File: src/rtl/mem_arbiter_if.sv
// Bus bundle between the cache requesters, the memory arbiter and the memory.
// The slave modport is the arbiter's view; master is the surrounding system.
interface mem_arbiter_if #(
    parameter int unsigned NUM_REQ = 2,
    parameter int unsigned ADDR_W  = 16,
    parameter int unsigned DATA_W  = 16
);
    logic [NUM_REQ-1:0]        req;
    logic [NUM_REQ*ADDR_W-1:0] addr;
    logic [NUM_REQ-1:0]        wr;
    logic [NUM_REQ*DATA_W-1:0] wdata;
    logic [ADDR_W-1:0]         mem_addr;
    logic [DATA_W-1:0]         mem_wdata;
    logic                      mem_en;
    logic                      mem_wr;
    logic [DATA_W-1:0]         mem_rdata;
    logic [NUM_REQ-1:0]        gnt;
    logic [NUM_REQ-1:0]        done;
    logic [DATA_W-1:0]         rdata;
    logic                      busy;

    modport slave (
        input  req, addr, wr, wdata, mem_rdata,
        output mem_addr, mem_wdata, mem_en, mem_wr, gnt, done, rdata, busy
    );

    modport master (
        output req, addr, wr, wdata, mem_rdata,
        input  mem_addr, mem_wdata, mem_en, mem_wr, gnt, done, rdata, busy
    );
endinterface

File: src/rtl/mem_arbiter.sv
// Single-port memory arbiter for NUM_REQ caches. One access at a time:
// IDLE (arbitrate) -> BUSY (MEM_LAT cycles of mem_en) -> RESP (one-cycle done).
// Define MEM_ARB_ROUND_ROBIN_EN for rotating priority; otherwise index 0 wins.
module mem_arbiter #(
    parameter int unsigned NUM_REQ = 2,
    parameter int unsigned ADDR_W  = 16,
    parameter int unsigned DATA_W  = 16,
    parameter int unsigned MEM_LAT = 4
) (
    input logic          clk,
    input logic          rst_n,
    mem_arbiter_if.slave bus
);
    localparam int unsigned CntW = (MEM_LAT > 1) ? $clog2(MEM_LAT) : 1;

    typedef enum logic [1:0] {StIdle, StBusy, StResp} state_e;

    state_e              state_q, state_d;
    logic [CntW-1:0]     cnt_q, cnt_d;
    logic [ADDR_W-1:0]   addr_q, addr_d;
    logic [DATA_W-1:0]   wdata_q, wdata_d;
    logic                wr_q, wr_d;
    logic [NUM_REQ-1:0]  gnt_q, gnt_d;
    logic [DATA_W-1:0]   rdata_q, rdata_d;

    logic                any_req;
    logic [NUM_REQ-1:0]  win_oh;
    logic [ADDR_W-1:0]   sel_addr;
    logic [DATA_W-1:0]   sel_wdata;
    logic                sel_wr;

    assign any_req = |bus.req;

`ifdef MEM_ARB_ROUND_ROBIN_EN
    localparam int unsigned PtrW = $clog2(NUM_REQ);

    logic [PtrW-1:0] ptr_q, ptr_d, ptr_nxt;

    // Rotating priority: first requester at or above the pointer, else wrap to the lowest.
    always_comb begin
        win_oh  = '0;
        ptr_nxt = ptr_q;
        for (int i = 0; i < int'(NUM_REQ); i++) begin
            if ((win_oh == '0) && bus.req[i] && (i >= int'(ptr_q))) begin
                win_oh[i] = 1'b1;
                ptr_nxt   = (i == int'(NUM_REQ) - 1) ? '0 : PtrW'(i + 1);
            end
        end
        for (int i = 0; i < int'(NUM_REQ); i++) begin
            if ((win_oh == '0) && bus.req[i]) begin
                win_oh[i] = 1'b1;
                ptr_nxt   = (i == int'(NUM_REQ) - 1) ? '0 : PtrW'(i + 1);
            end
        end
    end

    // Pointer advances only when a grant is actually issued.
    always_comb begin
        ptr_d = ptr_q;
        if ((state_q == StIdle) && any_req) begin
            ptr_d = ptr_nxt;
        end
    end

    // Priority pointer register.
    always_ff @(posedge clk or negedge rst_n) begin
        if (!rst_n) begin
            ptr_q <= '0;
        end else begin
            ptr_q <= ptr_d;
        end
    end
`else
    // Fixed priority: isolate the lowest set request bit.
    always_comb begin
        win_oh = bus.req & (~bus.req + NUM_REQ'(1));
    end
`endif

    // One-hot mux of the winner's request fields.
    always_comb begin
        sel_addr  = '0;
        sel_wdata = '0;
        sel_wr    = 1'b0;
        for (int i = 0; i < int'(NUM_REQ); i++) begin
            if (win_oh[i]) begin
                sel_addr  = bus.addr[i*ADDR_W +: ADDR_W];
                sel_wdata = bus.wdata[i*DATA_W +: DATA_W];
                sel_wr    = bus.wr[i];
            end
        end
    end

    // Next-state logic: arbitration only in IDLE, latched request held through BUSY.
    always_comb begin
        state_d = state_q;
        cnt_d   = cnt_q;
        addr_d  = addr_q;
        wdata_d = wdata_q;
        wr_d    = wr_q;
        gnt_d   = gnt_q;
        rdata_d = rdata_q;
        unique case (state_q)
            StIdle: begin
                if (any_req) begin
                    state_d = StBusy;
                    cnt_d   = CntW'(MEM_LAT - 1);
                    addr_d  = sel_addr;
                    wdata_d = sel_wdata;
                    wr_d    = sel_wr;
                    gnt_d   = win_oh;
                end
            end
            StBusy: begin
                if (cnt_q == '0) begin
                    state_d = StResp;
                    rdata_d = wr_q ? '0 : bus.mem_rdata;
                end else begin
                    cnt_d = cnt_q - 1'b1;
                end
            end
            StResp: begin
                state_d = StIdle;
                addr_d  = '0;
                wdata_d = '0;
                wr_d    = 1'b0;
                gnt_d   = '0;
                rdata_d = '0;
            end
            default: begin
                state_d = StIdle;
            end
        endcase
    end

    // State and latched-request registers; reset aborts any access in flight.
    always_ff @(posedge clk or negedge rst_n) begin
        if (!rst_n) begin
            state_q <= StIdle;
            cnt_q   <= '0;
            addr_q  <= '0;
            wdata_q <= '0;
            wr_q    <= 1'b0;
            gnt_q   <= '0;
            rdata_q <= '0;
        end else begin
            state_q <= state_d;
            cnt_q   <= cnt_d;
            addr_q  <= addr_d;
            wdata_q <= wdata_d;
            wr_q    <= wr_d;
            gnt_q   <= gnt_d;
            rdata_q <= rdata_d;
        end
    end

    // Outputs decoded from registered state only, so reset clears them at once.
    assign bus.mem_en    = (state_q == StBusy);
    assign bus.mem_addr  = (state_q == StBusy) ? addr_q : '0;
    assign bus.mem_wdata = (state_q == StBusy) ? wdata_q : '0;
    assign bus.mem_wr    = (state_q == StBusy) ? wr_q : 1'b0;
    assign bus.gnt       = gnt_q;
    assign bus.done      = (state_q == StResp) ? gnt_q : '0;
    assign bus.rdata     = rdata_q;
    assign bus.busy      = (state_q != StIdle);

endmodule

File: src/flat_wrapper.sv
// flat-port wrapper written by rule: the top's interface ports become plain ports
module mem_arbiter_flat 
#(
    parameter int unsigned NUM_REQ = 2,
    parameter int unsigned ADDR_W  = 16,
    parameter int unsigned DATA_W  = 16,
    parameter int unsigned MEM_LAT = 4
)
  (clk, rst_n, bus_req, bus_addr, bus_wr, bus_wdata, bus_mem_rdata, bus_mem_addr, bus_mem_wdata, bus_mem_en, bus_mem_wr, bus_gnt, bus_done, bus_rdata, bus_busy);
  mem_arbiter_if #(.NUM_REQ(NUM_REQ), .ADDR_W(ADDR_W), .DATA_W(DATA_W)) bus_i ();
  input logic clk;
  input logic rst_n;
  input wire logic [$bits(bus_i.req)-1:0] bus_req;
  input wire logic [$bits(bus_i.addr)-1:0] bus_addr;
  input wire logic [$bits(bus_i.wr)-1:0] bus_wr;
  input wire logic [$bits(bus_i.wdata)-1:0] bus_wdata;
  input wire logic [$bits(bus_i.mem_rdata)-1:0] bus_mem_rdata;
  output wire logic [$bits(bus_i.mem_addr)-1:0] bus_mem_addr;
  output wire logic [$bits(bus_i.mem_wdata)-1:0] bus_mem_wdata;
  output wire logic [$bits(bus_i.mem_en)-1:0] bus_mem_en;
  output wire logic [$bits(bus_i.mem_wr)-1:0] bus_mem_wr;
  output wire logic [$bits(bus_i.gnt)-1:0] bus_gnt;
  output wire logic [$bits(bus_i.done)-1:0] bus_done;
  output wire logic [$bits(bus_i.rdata)-1:0] bus_rdata;
  output wire logic [$bits(bus_i.busy)-1:0] bus_busy;
  assign bus_i.req = bus_req;
  assign bus_i.addr = bus_addr;
  assign bus_i.wr = bus_wr;
  assign bus_i.wdata = bus_wdata;
  assign bus_i.mem_rdata = bus_mem_rdata;
  assign bus_mem_addr = bus_i.mem_addr;
  assign bus_mem_wdata = bus_i.mem_wdata;
  assign bus_mem_en = bus_i.mem_en;
  assign bus_mem_wr = bus_i.mem_wr;
  assign bus_gnt = bus_i.gnt;
  assign bus_done = bus_i.done;
  assign bus_rdata = bus_i.rdata;
  assign bus_busy = bus_i.busy;
  mem_arbiter #(.NUM_REQ(NUM_REQ), .ADDR_W(ADDR_W), .DATA_W(DATA_W), .MEM_LAT(MEM_LAT)) u_core (.clk(clk), .rst_n(rst_n), .bus(bus_i));
endmodule
File: config.mk
export PLATFORM = sky130hd
export DESIGN_NAME = mem_arbiter_flat
export DESIGN_NICKNAME = d
export VERILOG_FILES = /design/src/rtl/mem_arbiter_if.sv /design/src/rtl/mem_arbiter.sv /design/src/flat_wrapper.sv
export SDC_FILE = /design/constraint.sdc
export NUM_CORES = 1
export LEC_CHECK = 0
export ABC_AREA = 1
export CAP_MARGIN = 15
export CORE_ASPECT_RATIO = 1.4
export CORE_MARGIN = 4
export CORE_UTILIZATION = 25
export DETAILED_ROUTE_END_ITERATION = 12
export HOLD_SLACK_MARGIN = 0.08
export SYNTH_ARGS = -nofsm -noshare
export SYNTH_HDL_FRONTEND = slang
export SYNTH_SLANG_ARGS = --single-unit
File: constraint.sdc
create_clock -name clk -period 1.9 [get_ports clk]
set_input_delay 0.285 -clock clk [delete_from_list [all_inputs] [get_ports clk]]
set_output_delay 0.285 -clock clk [all_outputs]
set_load 0.02 [all_outputs]
# After elaboration in Yosys (flattened, before gate mapping)
# Cells that the tools add are included.
# word_totals
ff_bits	55
wordCells	54
# classes
addsub	2
n_eq_ne	5
n_reduce_logical	11
bitwise_logic	2
mux	27
# ops
cell	n
2-to-1 mux 16 bit	10
case mux 16 bit (2 select lines)	3
2-to-1 mux 2 bit	6
case mux 2 bit (2 select lines)	3
nonzero test 2 bit	4
AND reduction 2 bit	3
logical NOT 2 bit	2
2-to-1 mux 1 bit	4
!= test 2 x 1 -> 1 bit, second input constant	2
AND reduction 3 bit	1
adder 2 x 1 -> 2 bit, second input constant	1
bitwise AND 2 bit	1
equality test 2 x 1 -> 1 bit, second input constant	1
equality test 2 bit, second input constant	1
!= test 2 bit, second input constant	1
NOT 2 bit	1
case mux 1 bit (2 select lines)	1
OR reduction 2 bit	1
subtractor 2 x 1 -> 2 bit, second input constant	1

# Depth between registers and ports, before layout
# Gate-level depths: netlist (run 1).
# logic_depth
depth_word	7
mapped_depth	8
depth_no_buf	6

# Worst setup path after synthesis (run 1)
# Ideal clock, no wire load.
# synth_timing
kind	reg2out
startpoint	reg u_core.state_q[1]
endpoint	out bus_mem_addr[10]
required_time_ns	1.615
path_stages_with_launch	5
slack_ns	0.422
path_buffers	1
arrival_time_ns	1.193
path_cell_list	dfrtp_1 > inv_2 > nand2_1 > buf_4 > nor2_1
# synth_between
elab_chain_cells	2
# synth_lines
element	line	rtl
from (decl)	mem_arbiter.sv:18	state_e state_q, state_d;
from (signal assigned)	mem_arbiter.sv:139	state_q <= StIdle;
from (signal assigned)	mem_arbiter.sv:147	state_q <= state_d;
equality test 2 x 1 -> 1 bit	mem_arbiter.sv:159	assign bus.mem_addr = (state_q == StBusy) ? addr_q : '0;
2-to-1 mux 16 bit	mem_arbiter.sv:159	
to (decl)	flat_wrapper.sv:18	output wire logic [$bits(bus_i.mem_addr)-1:0] bus_mem_addr;
# No other way between the ends.

# Final worst setup path (run 1)
# layout_timing
startpoint	reg u_core.state_q[1]
endpoint	out bus_mem_wdata[14]
# layout_between
elab_chain_cells	2
# layout_lines
element	line	rtl
equality test 2 x 1 -> 1 bit	mem_arbiter.sv:160	assign bus.mem_wdata = (state_q == StBusy) ? wdata_q : '0;
2-to-1 mux 16 bit	mem_arbiter.sv:160	
to (decl)	flat_wrapper.sv:19	output wire logic [$bits(bus_i.mem_wdata)-1:0] bus_mem_wdata;
# No other way between the ends.

==> results of run 1 <==
==> stage by stage <==
step	setup slack, ns	util [%]	area, um2	std cells	total power, mW
floorplan	0.4218	-	3191	473	4.109
global placement	0.1488	38.02	4727	747	5.618
detailed placement	0.09791	38.02	4727	747	5.708
CTS	0.02607	38.93	4840	756	6.442
global route	0.0006097	39.03	4852	756	6.862
finish	0.09701	39.03	4852	756	6.298
==> state kept, by name (all words and copies together) (netlist names) <==
name / flops
u_core.addr_q: 16
u_core.bus.rdata: 16
u_core.wdata_q: 16
u_core.bus.gnt: 2
u_core.cnt_q: 2
u_core.state_q: 2
u_core.wr_q: 1
==> cell families after synthesis <==
family | after synthesis | share of synthesized area, %
buffers and inverters | 76 | 11.57
DFF | 55 | 43.14
adders and majority gates | 1 | 0.3921
AOI/OAI and AO/OA | 1 | 0.1567
and+or+nand+nor | 340 | 44.75
==> area by class of cell <==
class,count,area (um2),share of cell area (%)
Timing Repair Buffer,156,1526,31.46
Inverter,45,171.4,3.533
Tap cell,150,187.7,3.868
Clock buffer,5,125.1,2.579
Sequential cell,55,1376,28.37
Clock inverter,3,20.02,0.4126
Multi-Input combinational cell,342,1445,29.78
==> path summary, 6_finish.rpt <==
kind	end	slack, ns	cells past startpoint
max in group asynchronous	u_core.bus.rdata[1]	0.81	3
max	bus_mem_wdata[14]	0.1	5
min	u_core.addr_q[3]	0.50	2
min in group asynchronous	u_core.wdata_q[1]	0.52	2
max reg2reg	u_core.bus.rdata[8]	0.27	6
min reg2reg	u_core.addr_q[3]	0.50	2
==> cell usage after synthesis <==
cell type and instances:
clkbuf_1 5, ha_1 1, nand3_1 92, nand3_4 1, nor2_1 52, dfrtp_1 55
buf_4 7, inv_4 1, nor2_4 2, clkinv_1 1, inv_1 41, a21oi_1 1
nand2_2 3, inv_2 2, nand2_1 190, buf_2 14, buf_6 5
==> where the power goes <==
part	leakage (nW)	internal [mW]	total (mW)	switching, mW
clock	0.0658	0.487	0.915	0.428
combinational	1.85	1.42	3.46	2.05
sequential	0.701	1.65	1.92	0.264
total	2.62	3.56	6.30	2.74
==> critical path: stages (launching register included) <==
cell	delay, ns
dfrtp_1	0.39
inv_2	0.06
nand2_1	0.10
buf_4	0.22
nor2_1	0.10
dlygate4sd2_1	0.35
==> cells in the final DEF, fill, tap and decap left out, types with 2 or more instances in the layout <==
cell type / n
clkdlybuf4s50_1: 102
inv_1: 41
nand2_2: 3
nand2_1: 190
buf_12: 3
clkinvlp_4: 2
dfrtp_1: 55
nor2_4: 2
dlymetal6s2s_1: 3
buf_4: 11
nor2_1: 52
clkbuf_16: 5
dlygate4sd2_1: 33
inv_2: 2
nand3_1: 92
==> per-layer routing <==
metal	share of wire, %	global-route usage, %
met1	41	16.36
met2	53	24.06
met4	1.1	3.411
met3	5.6	3.345
met5	0	0
==> what timing repair did <==
action                     4_1_cts  5_1_grt
hold endpoints to repair        21        0
hold buffers                     1        0
cloned                           0        0
resized for setup               34        5
setup endpoints to repair       34       13
==> run_results.csv, run 1 <==
group,metric,value,unit
sta,fin_hold_ws,0.5000,ns
setup_path,crit_start,"u_core.state_q[1]",
synth,mappedNetlistArea,0.003191,mm2
setup_path,critPathArrivalTime,1.52,ns
setup_path,crit_path_end_kind,"output port",
hold_path,min_from,"u_core.addr_q[3]",
run_status,run_status,"finished, final reports clean",
sta,hold_violations,0,
grt,grt_first_pass_wirelength,15.97,mm
sta,tns,0,ns
floorplanning,core-area,0.01243,mm2
sta,worst_pin_slew,0.5484,ns
synth,syn_avg_cell_area,6.745,um2
sta,relSlewSlack,63.44,%
power,peakVddDrop,0.5780,mV
grt,grt_pass1_vias,3318,
cells_and_area,nFillCells,1325,
floorplanning,fp.dieH,141.7,um
cts,cts_tree,"done",
cts,cts_buffers,5,
power,power.leakage,2.621,nW
route,wl_per_cell,12.86,um
synth,synthesis.nets,560,
route,viasPerCell,4.393,
synth,synth_warnings,0,
cts,worstSkewPairLatency,0.29,ns
placed_design,io_buffers,140,
synth,ys_seq_area_share,43.14,%
sta,grt_setup_unrepaired,"no",
route,ant_nets,0,
sta,final-setup-viol-count,0,
cells_and_area,syn2layout_area_growth,52.08,%
synth,synth_cell_types,17,
route,vias,3321,
cts,cts_max_path_buffers,2,
placed_design,hpwlAfterDp,7.441,mm
sta,post-route-min-period,1.803,ns
grt,grt_max_degree,53,
sta,max_freq,0.5546,GHz
cts,post-cts-setup-buffers,0,
sta,slew_viol_final,0,
floorplanning,start_util,25.66,%
power,power_density,1298,mW/mm2
synth,yosys.area.top_type,"dfrtp_1",
grt,grt_antenna_before_repair,0,
synth,synthTopCellsByArea,"dfrtp_1 (43%), nand2_1 (22%), nand3_1 (14%), nor2_1 (6.1%), inv_1 (4.8%)",
route,first_pass_iters,4,
floorplanning,die_w,103.5,um
placed_design,place_congestion,0.7466,
cts,cts.sinks,55,
cts,htreeDepth,2,
floorplanning,die-area,0.01466,mm2
flow_run,cap_violations,0,
sta,period_share,94.89,%
route,routed_wl,9.723,mm
grt,grt-ovfl-total,0,
route,drc,0,
cts,cts_root_buf,"clkbuf_16",
floorplanning,ioPinCount,141,
floorplanning,rows,48,
setup_path,crit_required,1.62,ns
route,dr.first_iter.drc_count,72,
setup_path,critPathKind,"flop to output port",
synth,syn_inst,473,
setup_path,start_kind,"flop",
synth,yosysTopAreaCellShare,43.14,%
hold_path,worstHoldPathType,"flop to flop",
cells_and_area,drive_gt1_share,5.446,%
synth,yosys_register_bits,55,
setup_path,reg2reg_from,"u_core.state_q[1]",
grt,track_usage,13.66,%
cts,path_clk_slew,0.07,ns
sta,skew,0.004918,ns
cells_and_area,nNetsFinal,692,
setup_path,crit_fanout,18,
cells_and_area,diodes,0,
(Power assumes the default switching activity.)
==> inputs of run 2 (changes only) <==
GPL_TIMING_DRIVEN = 0   (was default)
==> run 2 against run 1 <==
Net effect: worst setup slack improved by 0.0072 ns; sequential share of layout area fell by 0.41 points; die area stayed put; critical path depth unchanged; global-route usage up 0.25 points; critical path type unchanged; highest routed layer unchanged.
==> run_results.csv, run 2 (synthesis results as in run 1) <==
group,metric,value,unit
sta,post-route-min-period,1.796,ns
placed_design,dp.cells,762,
route,dr.first_iter.drc_count,85,
power,peakVddDrop,0.4223,mV
floorplanning,start_util,25.66,%
floorplanning,core-area,0.01243,mm2
sta,fin_hold_ws,0.4027,ns
route,wl_per_cell,12.97,um
sta,period_share,94.51,%
sta,max_freq,0.5569,GHz
power,switching_share,43.31,%
cells_and_area,fin_util,39.64,%
floorplanning,fp.dieH,141.7,um
setup_path,rr_endpoint,"u_core.wdata_q[3]",
cts,htreeDepth,2,
cells_and_area,most-common-layout-cells,"nand2_1 (189), clkdlybuf4s50_1 (100), nand3_1 (92)",
setup_path,rrSetupSlack,0.52,ns
route,routed_wl,10.00,mm
route,ant_nets,0,
cts,cts_tree,"done",
power,totalPowerFinal,6.457,mW
cts,cts_root_buf,"clkbuf_16",
grt,grt_pass1_vias,3306,
run_status,run_status,"finished, final reports clean",
cells_and_area,fin_cells,771,
placed_design,place_congestion,0.7684,
power,power.leakage,2.551,nW
hold_path,min_from,"bus_req[0]",
placed_design,io_buffers,138,
grt,grt_max_degree,32,
route,vias,3411,
cts,worstSkewPairLatency,0.29,ns
route,drc,0,
sta,final-setup-viol-count,0,
floorplanning,die_w,103.5,um
cts,cts_buffers,5,
setup_path,critPathKind,"flop to output port",
power,p_int,3.660,mW
setup_path,crit_required,1.62,ns
cells_and_area,diodes,0,
floorplanning,rows,48,
cts,cts_max_path_buffers,2,
cells_and_area,final_common_cell,"nand2_1",
sta,slew_viol_final,0,
power,p_clk_share,14.1,%
setup_path,start_kind,"flop",
setup_path,crit_path_end_kind,"output port",
power,switching_power,2.796,mW
cts,path_clk_slew,0.07,ns
floorplanning,die-area,0.01466,mm2
setup_path,reg2reg_depth,7,
hold_path,hold_path_depth,5,
cells_and_area,drive_gt1_share,12.56,%
sta,relSlewSlack,49.56,%
grt,track_usage,13.91,%
sta,hold_violations,0,
flow_run,cap_violations,0,
sta,worst_pin_slew,0.7566,ns
grt,grt-ovfl-total,0,
hold_path,worstHoldPathType,"input pin to flop",
power,p_comb_share,56.1,%
setup_path,reg2reg_from,"u_core.state_q[1]",
placed_design,place_ws,-0.3100,ns
hold_path,hold-path-endpoint,"u_core.wdata_q[15]",
route,first_pass_iters,4,
sta,skew,0.007416,ns
power,power_density,1310,mW/mm2
route,viasPerCell,4.424,
placed_design,hpwlAfterDp,8.016,mm
cells_and_area,nNetsFinal,707,
power,pwr-share-seq,29.8,%
cells_and_area,syn2layout_area_growth,54.47,%
sta,grt_setup_unrepaired,"no",
setup_path,crit_fanout,10,
floorplanning,ioPinCount,141,
grt,grt_antenna_before_repair,0,
grt,grt_first_pass_wirelength,16.16,mm
setup_path,critPathArrivalTime,1.51,ns
cts,cts.sinks,55,
sta,fin_ws,0.1042,ns
-- run 2: cell count changes in the layout (fill, tap and decap cells not counted), sizes merged --
cell,before,now
clkdlybuf4s50,102,100
dlymetal6s2s,3,1
clkinvlp,2,0
clkbuf,5,13
dlygate4sd2,33,5
clkdlybuf4s15,1,23
buf,16,35
-- run 2: what timing repair did --
action / in CTS / in global routing
hold buffers: 1 / 0
gates resized for setup: 109 / 5
cloned: 0 / 0
endpoints found under the setup margin: 37 / 26
endpoints found under the hold margin: 2 / 0
buffers inserted: 0 / 1
-- run 2: layout make-up --
type                    count  area [um2]
flip-flops and latches     55        1378
clock inverters             1       5.005
multi-input cells         342        1458
inverters                  45       175.2
well taps                 150       187.7
repair buffers            141        1399
clock buffers               7       132.6
fillers                  1344        7503
plain buffers              30       193.9
-- run 2: metrics by stage --
stage	instance area, um2	TNS (ns)
after global routing	4928	0
final	4928	0
after CTS	4928	0
after global placement	4760	-77.04
after detailed placement	4775	-8.425
after floorplan	3191	0
-- run 2: worst max-delay path by stage --
stage          slack [ns]  cells past startpoint              endpoint              start
3_3_place_gp        -1.26                      1  u_core.bus.rdata[15]              rst_n
4_1_cts             0.001                      5       bus_mem_addr[0]  u_core.state_q[1]
3_5_place_dp        -0.31                      5       bus_mem_addr[1]  u_core.state_q[1]
2_1_floorplan        0.42                      4      bus_mem_addr[10]  u_core.state_q[1]
5_1_grt             0.009                      5      bus_mem_wdata[8]  u_core.state_q[1]
6_report             0.10                      5     bus_mem_wdata[12]  u_core.state_q[1]
-- run 2: critical path, cell delays in order, from the launching register on --
cell and delay [ns]:
dfrtp_2 0.42, inv_4 0.12, nand2_4 0.11, buf_4 0.20, nor2_1 0.10, clkdlybuf4s15_2 0.27
-- run 2: power by group through the flow --
stage                     sequential, mW  combinational, mW  clock, mW
after floorplan                     2.08               2.03          0
after global placement              1.94               3.73          0
after detailed placement            1.96               3.80          0
after CTS                           1.94               3.70      0.954
after global routing                1.98               4.04      0.990
final                               1.92               3.62      0.911
-- run 2: per-layer routing --
metal / GRT usage (%) / up-vias / part of all wire, %
met5: 0 / - / 0
met4: 3.274 / 0 / 1.1
met3: 2.558 / 5 / 5.4
met2: 26.24 / 85 / 54
met1: 15.69 / 1576 / 40
li1: - / 1745 / -
==> inputs of run 3 (changes only) <==
ABC_AREA = default   (was 1)
==> run 3 against run 2 <==
Net effect: hold slack better by 0.078 ns; count of clock-buffer cells in the layout stayed put; utilization is 1.0 points higher; largest cell class unchanged; sequential share of layout area is 3.4 points higher.
==> run_results.csv, run 3 <==
group,metric,value,unit
route,vias,2456,
cells_and_area,diodes,0,
floorplanning,die-area,0.01275,mm2
synth,synthesis.nets,322,
cts,worstSkewPairLatency,0.29,ns
sta,hold_violations,0,
route,viasPerCell,4.652,
route,ant_nets,0,
setup_path,cp_cell_sequence,"nor2b_2, buf_6, clkbuf_4, and2_1, buf_2",
sta,tns,0,ns
power,power.leakage,1.884,nW
synth,ys_seq_area_share,50.11,%
power,switching_share,38.83,%
setup_path,cp.depth,5,
synth,yosysTopAreaCellShare,50.11,%
grt,grt_first_pass_wirelength,13.39,mm
cells_and_area,most-common-layout-cells,"clkdlybuf4s50_1 (102), dfrtp_1 (53), and2_1 (36)",
setup_path,worstSetupEndpoint,"bus_mem_wdata[8]",
floorplanning,ioPinCount,141,
synth,synthTopCellsByArea,"dfrtp_1 (50%), o2bb2ai_1 (11%), a22oi_1 (9.0%), and2_1 (8.2%), mux2_4 (5.5%)",
setup_path,timing.critical_path.buf_inv,3,
route,first_pass_iters,4,
cells_and_area,nNetsFinal,473,
setup_path,critPathKind,"flop to output port",
run_status,run_status,"finished, final reports clean",
synth,synth-adder-area-share,0.4556,%
floorplanning,die_w,96.58,um
synth,synthSimpleGateAreaFrac,15.03,%
cells_and_area,syn2layout_area_growth,60.00,%
setup_path,max_stage_delay,0.41,ns
floorplanning,fp.dieH,132.0,um
cts,cts_buffers,5,
cells_and_area,nFillCells,1087,
setup_path,start_kind,"flop",
setup_path,crit_required,1.62,ns
synth,async_flop_share,100.0,%
power,totalPowerFinal,6.423,mW
synth,synth_compound_area_share,21.28,%
sta,slew_viol_final,0,
cts,cts.sinks,55,
synth,ys.flop_type,"dfrtp_1",
route,wl_per_cell,16.51,um
synth,synth.area.mux_share,7.927,%
cells_and_area,design_area,0.004394,mm2
setup_path,rrSetupSlack,0.22,ns
sta,grt_setup_unrepaired,"yes",
power,p_comb_share,55.1,%
cts,path_clk_slew,0.07,ns
sta,worst_pin_slew,0.7469,ns
sta,max_freq,0.5504,GHz
placed_design,dp.cells,517,
setup_path,crit_path_end_kind,"output port",
hold_path,worstHoldPathType,"flop to flop",
power,power_density,1462,mW/mm2
power,pwr-share-seq,30.9,%
grt,track_usage,13.56,%
setup_path,crit_slowest_cell,"dfrtp_1",
placed_design,hpwlAfterDp,6.536,mm
setup_path,reg2reg_depth,6,
route,dr.first_iter.drc_count,59,
flow_run,cap_violations,0,
setup_path,reg2reg_from,"u_core.state_q[1]",
sta,fin_ws,0.08303,ns
floorplanning,rows,45,
synth,yosys-top-cells-count,"dfrtp_1 (55), and2_1 (36), a22oi_1 (33), o2bb2ai_1 (33)",
floorplanning,start_util,25.41,%
setup_path,critPathArrivalTime,1.53,ns
floorplanning,core-area,0.01081,mm2
setup_path,crit_start,"u_core.state_q[1]",
cells_and_area,final_common_cell,"clkdlybuf4s50_1",
setup_path,cp_top_family,"buffers and inverters",
cells_and_area,fin_cells,528,
setup_path,rr_endpoint,"u_core.wdata_q[1]",
cts,cts_root_buf,"clkbuf_16",
route,routed_wl,8.716,mm
power,switching_power,2.494,mW
synth,synth_edf_count,0,
synth,mappedNetlistArea,0.002746,mm2
synth,synth_cell_types,27,
cts,cts_tree,"done",
synth,synth.most_common_cell,"dfrtp_1",
power,peakVddDrop,0.5760,mV
synth,synth_xor_area_share,0,%
cts,cts_max_path_buffers,2,
synth,syn_avg_cell_area,11.69,um2
placed_design,place_congestion,0.7156,
power,p_clk_share,14.0,%
sta,fin_hold_ws,0.4810,ns
synth,synth_warnings,0,
cts,htreeDepth,2,
synth,syn_inst,235,
synth,yosys.area.top_type,"dfrtp_1",
grt,grt_antenna_before_repair,0,
sta,period_share,95.63,%
placed_design,place_area,0.004339,mm2
sta,post-route-min-period,1.817,ns
sta,skew,0.003684,ns
placed_design,place_ws,-0.5416,ns
synth,synth_top_family_by_area,"compound AO/OA/AOI/OAI gates",
grt,grt_max_degree,32,
grt,grt-ovfl-total,0,
placed_design,io_buffers,140,
grt,grt_pass1_vias,2580,
synth,yosys_register_bits,55,
cells_and_area,fin_util,40.65,%
setup_path,crit_fanout,10,
cells_and_area,drive_gt1_share,20.41,%
sta,relSlewSlack,50.21,%
sta,final-setup-viol-count,0,
route,drc,0,
power,p_int,3.929,mW
## run 3: what timing repair did
item	CTS	global route
resized for setup	143	9
endpoints found under the setup margin	37	34
buffers inserted	3	0
hold endpoints to repair	10	0
hold buffers	1	0
gates cloned	1	0
## run 3: cell type report
class	count	area (um2)	area share [%]
sequential	55	1379	31.38
multi-input combinational	152	1230	27.99
inverter	3	12.51	0.2847
clock buffer	7	132.6	3.018
buffer	23	160.2	3.645
timing repair buffer	146	1299	29.56
clock inverter	1	5.005	0.1139
tap	141	176.4	4.015
## run 3: cells by family after synthesis
family,count (synthesis)
AOI/OAI and AO/OA,72
adders and majority gates,1
buffers and inverters,28
DFF,55
muxes,16
and+or+nand+nor,63
## run 3: routing by layer
metal / global-route usage, % / up-vias / part of all wire [%]
met2: 23.66 / 81 / 51
met4: 3.510 / 0 / 1.1
met5: 0 / - / 0
li1: - / 1172 / -
met1: 16.08 / 1197 / 41
met3: 3.712 / 6 / 6.9
## run 3: worst min path at each step
stage,startpoint,to,slack [ns],cells past startpoint
after floorplan,rst_n,u_core.addr_q[0],-0.01,0
after global placement,u_core.addr_q[15],u_core.addr_q[15],0.46,1
after detailed placement,rst_n,u_core.bus.rdata[9],0.41,1
after CTS,u_core.wdata_q[15],u_core.wdata_q[15],0.49,1
after global routing,u_core.wdata_q[15],u_core.wdata_q[15],0.49,1
final,u_core.addr_q[12],u_core.addr_q[12],0.48,1
## run 3: power groups by stage
stage	Clock (mW)	Combinational (mW)	Sequential [mW]
after floorplan	0	1.95	2.14
after global placement	0	3.80	1.98
after detailed placement	0	3.82	1.99
after CTS	0.946	3.61	2.00
after global routing	0.987	3.82	2.06
final	0.897	3.54	1.99
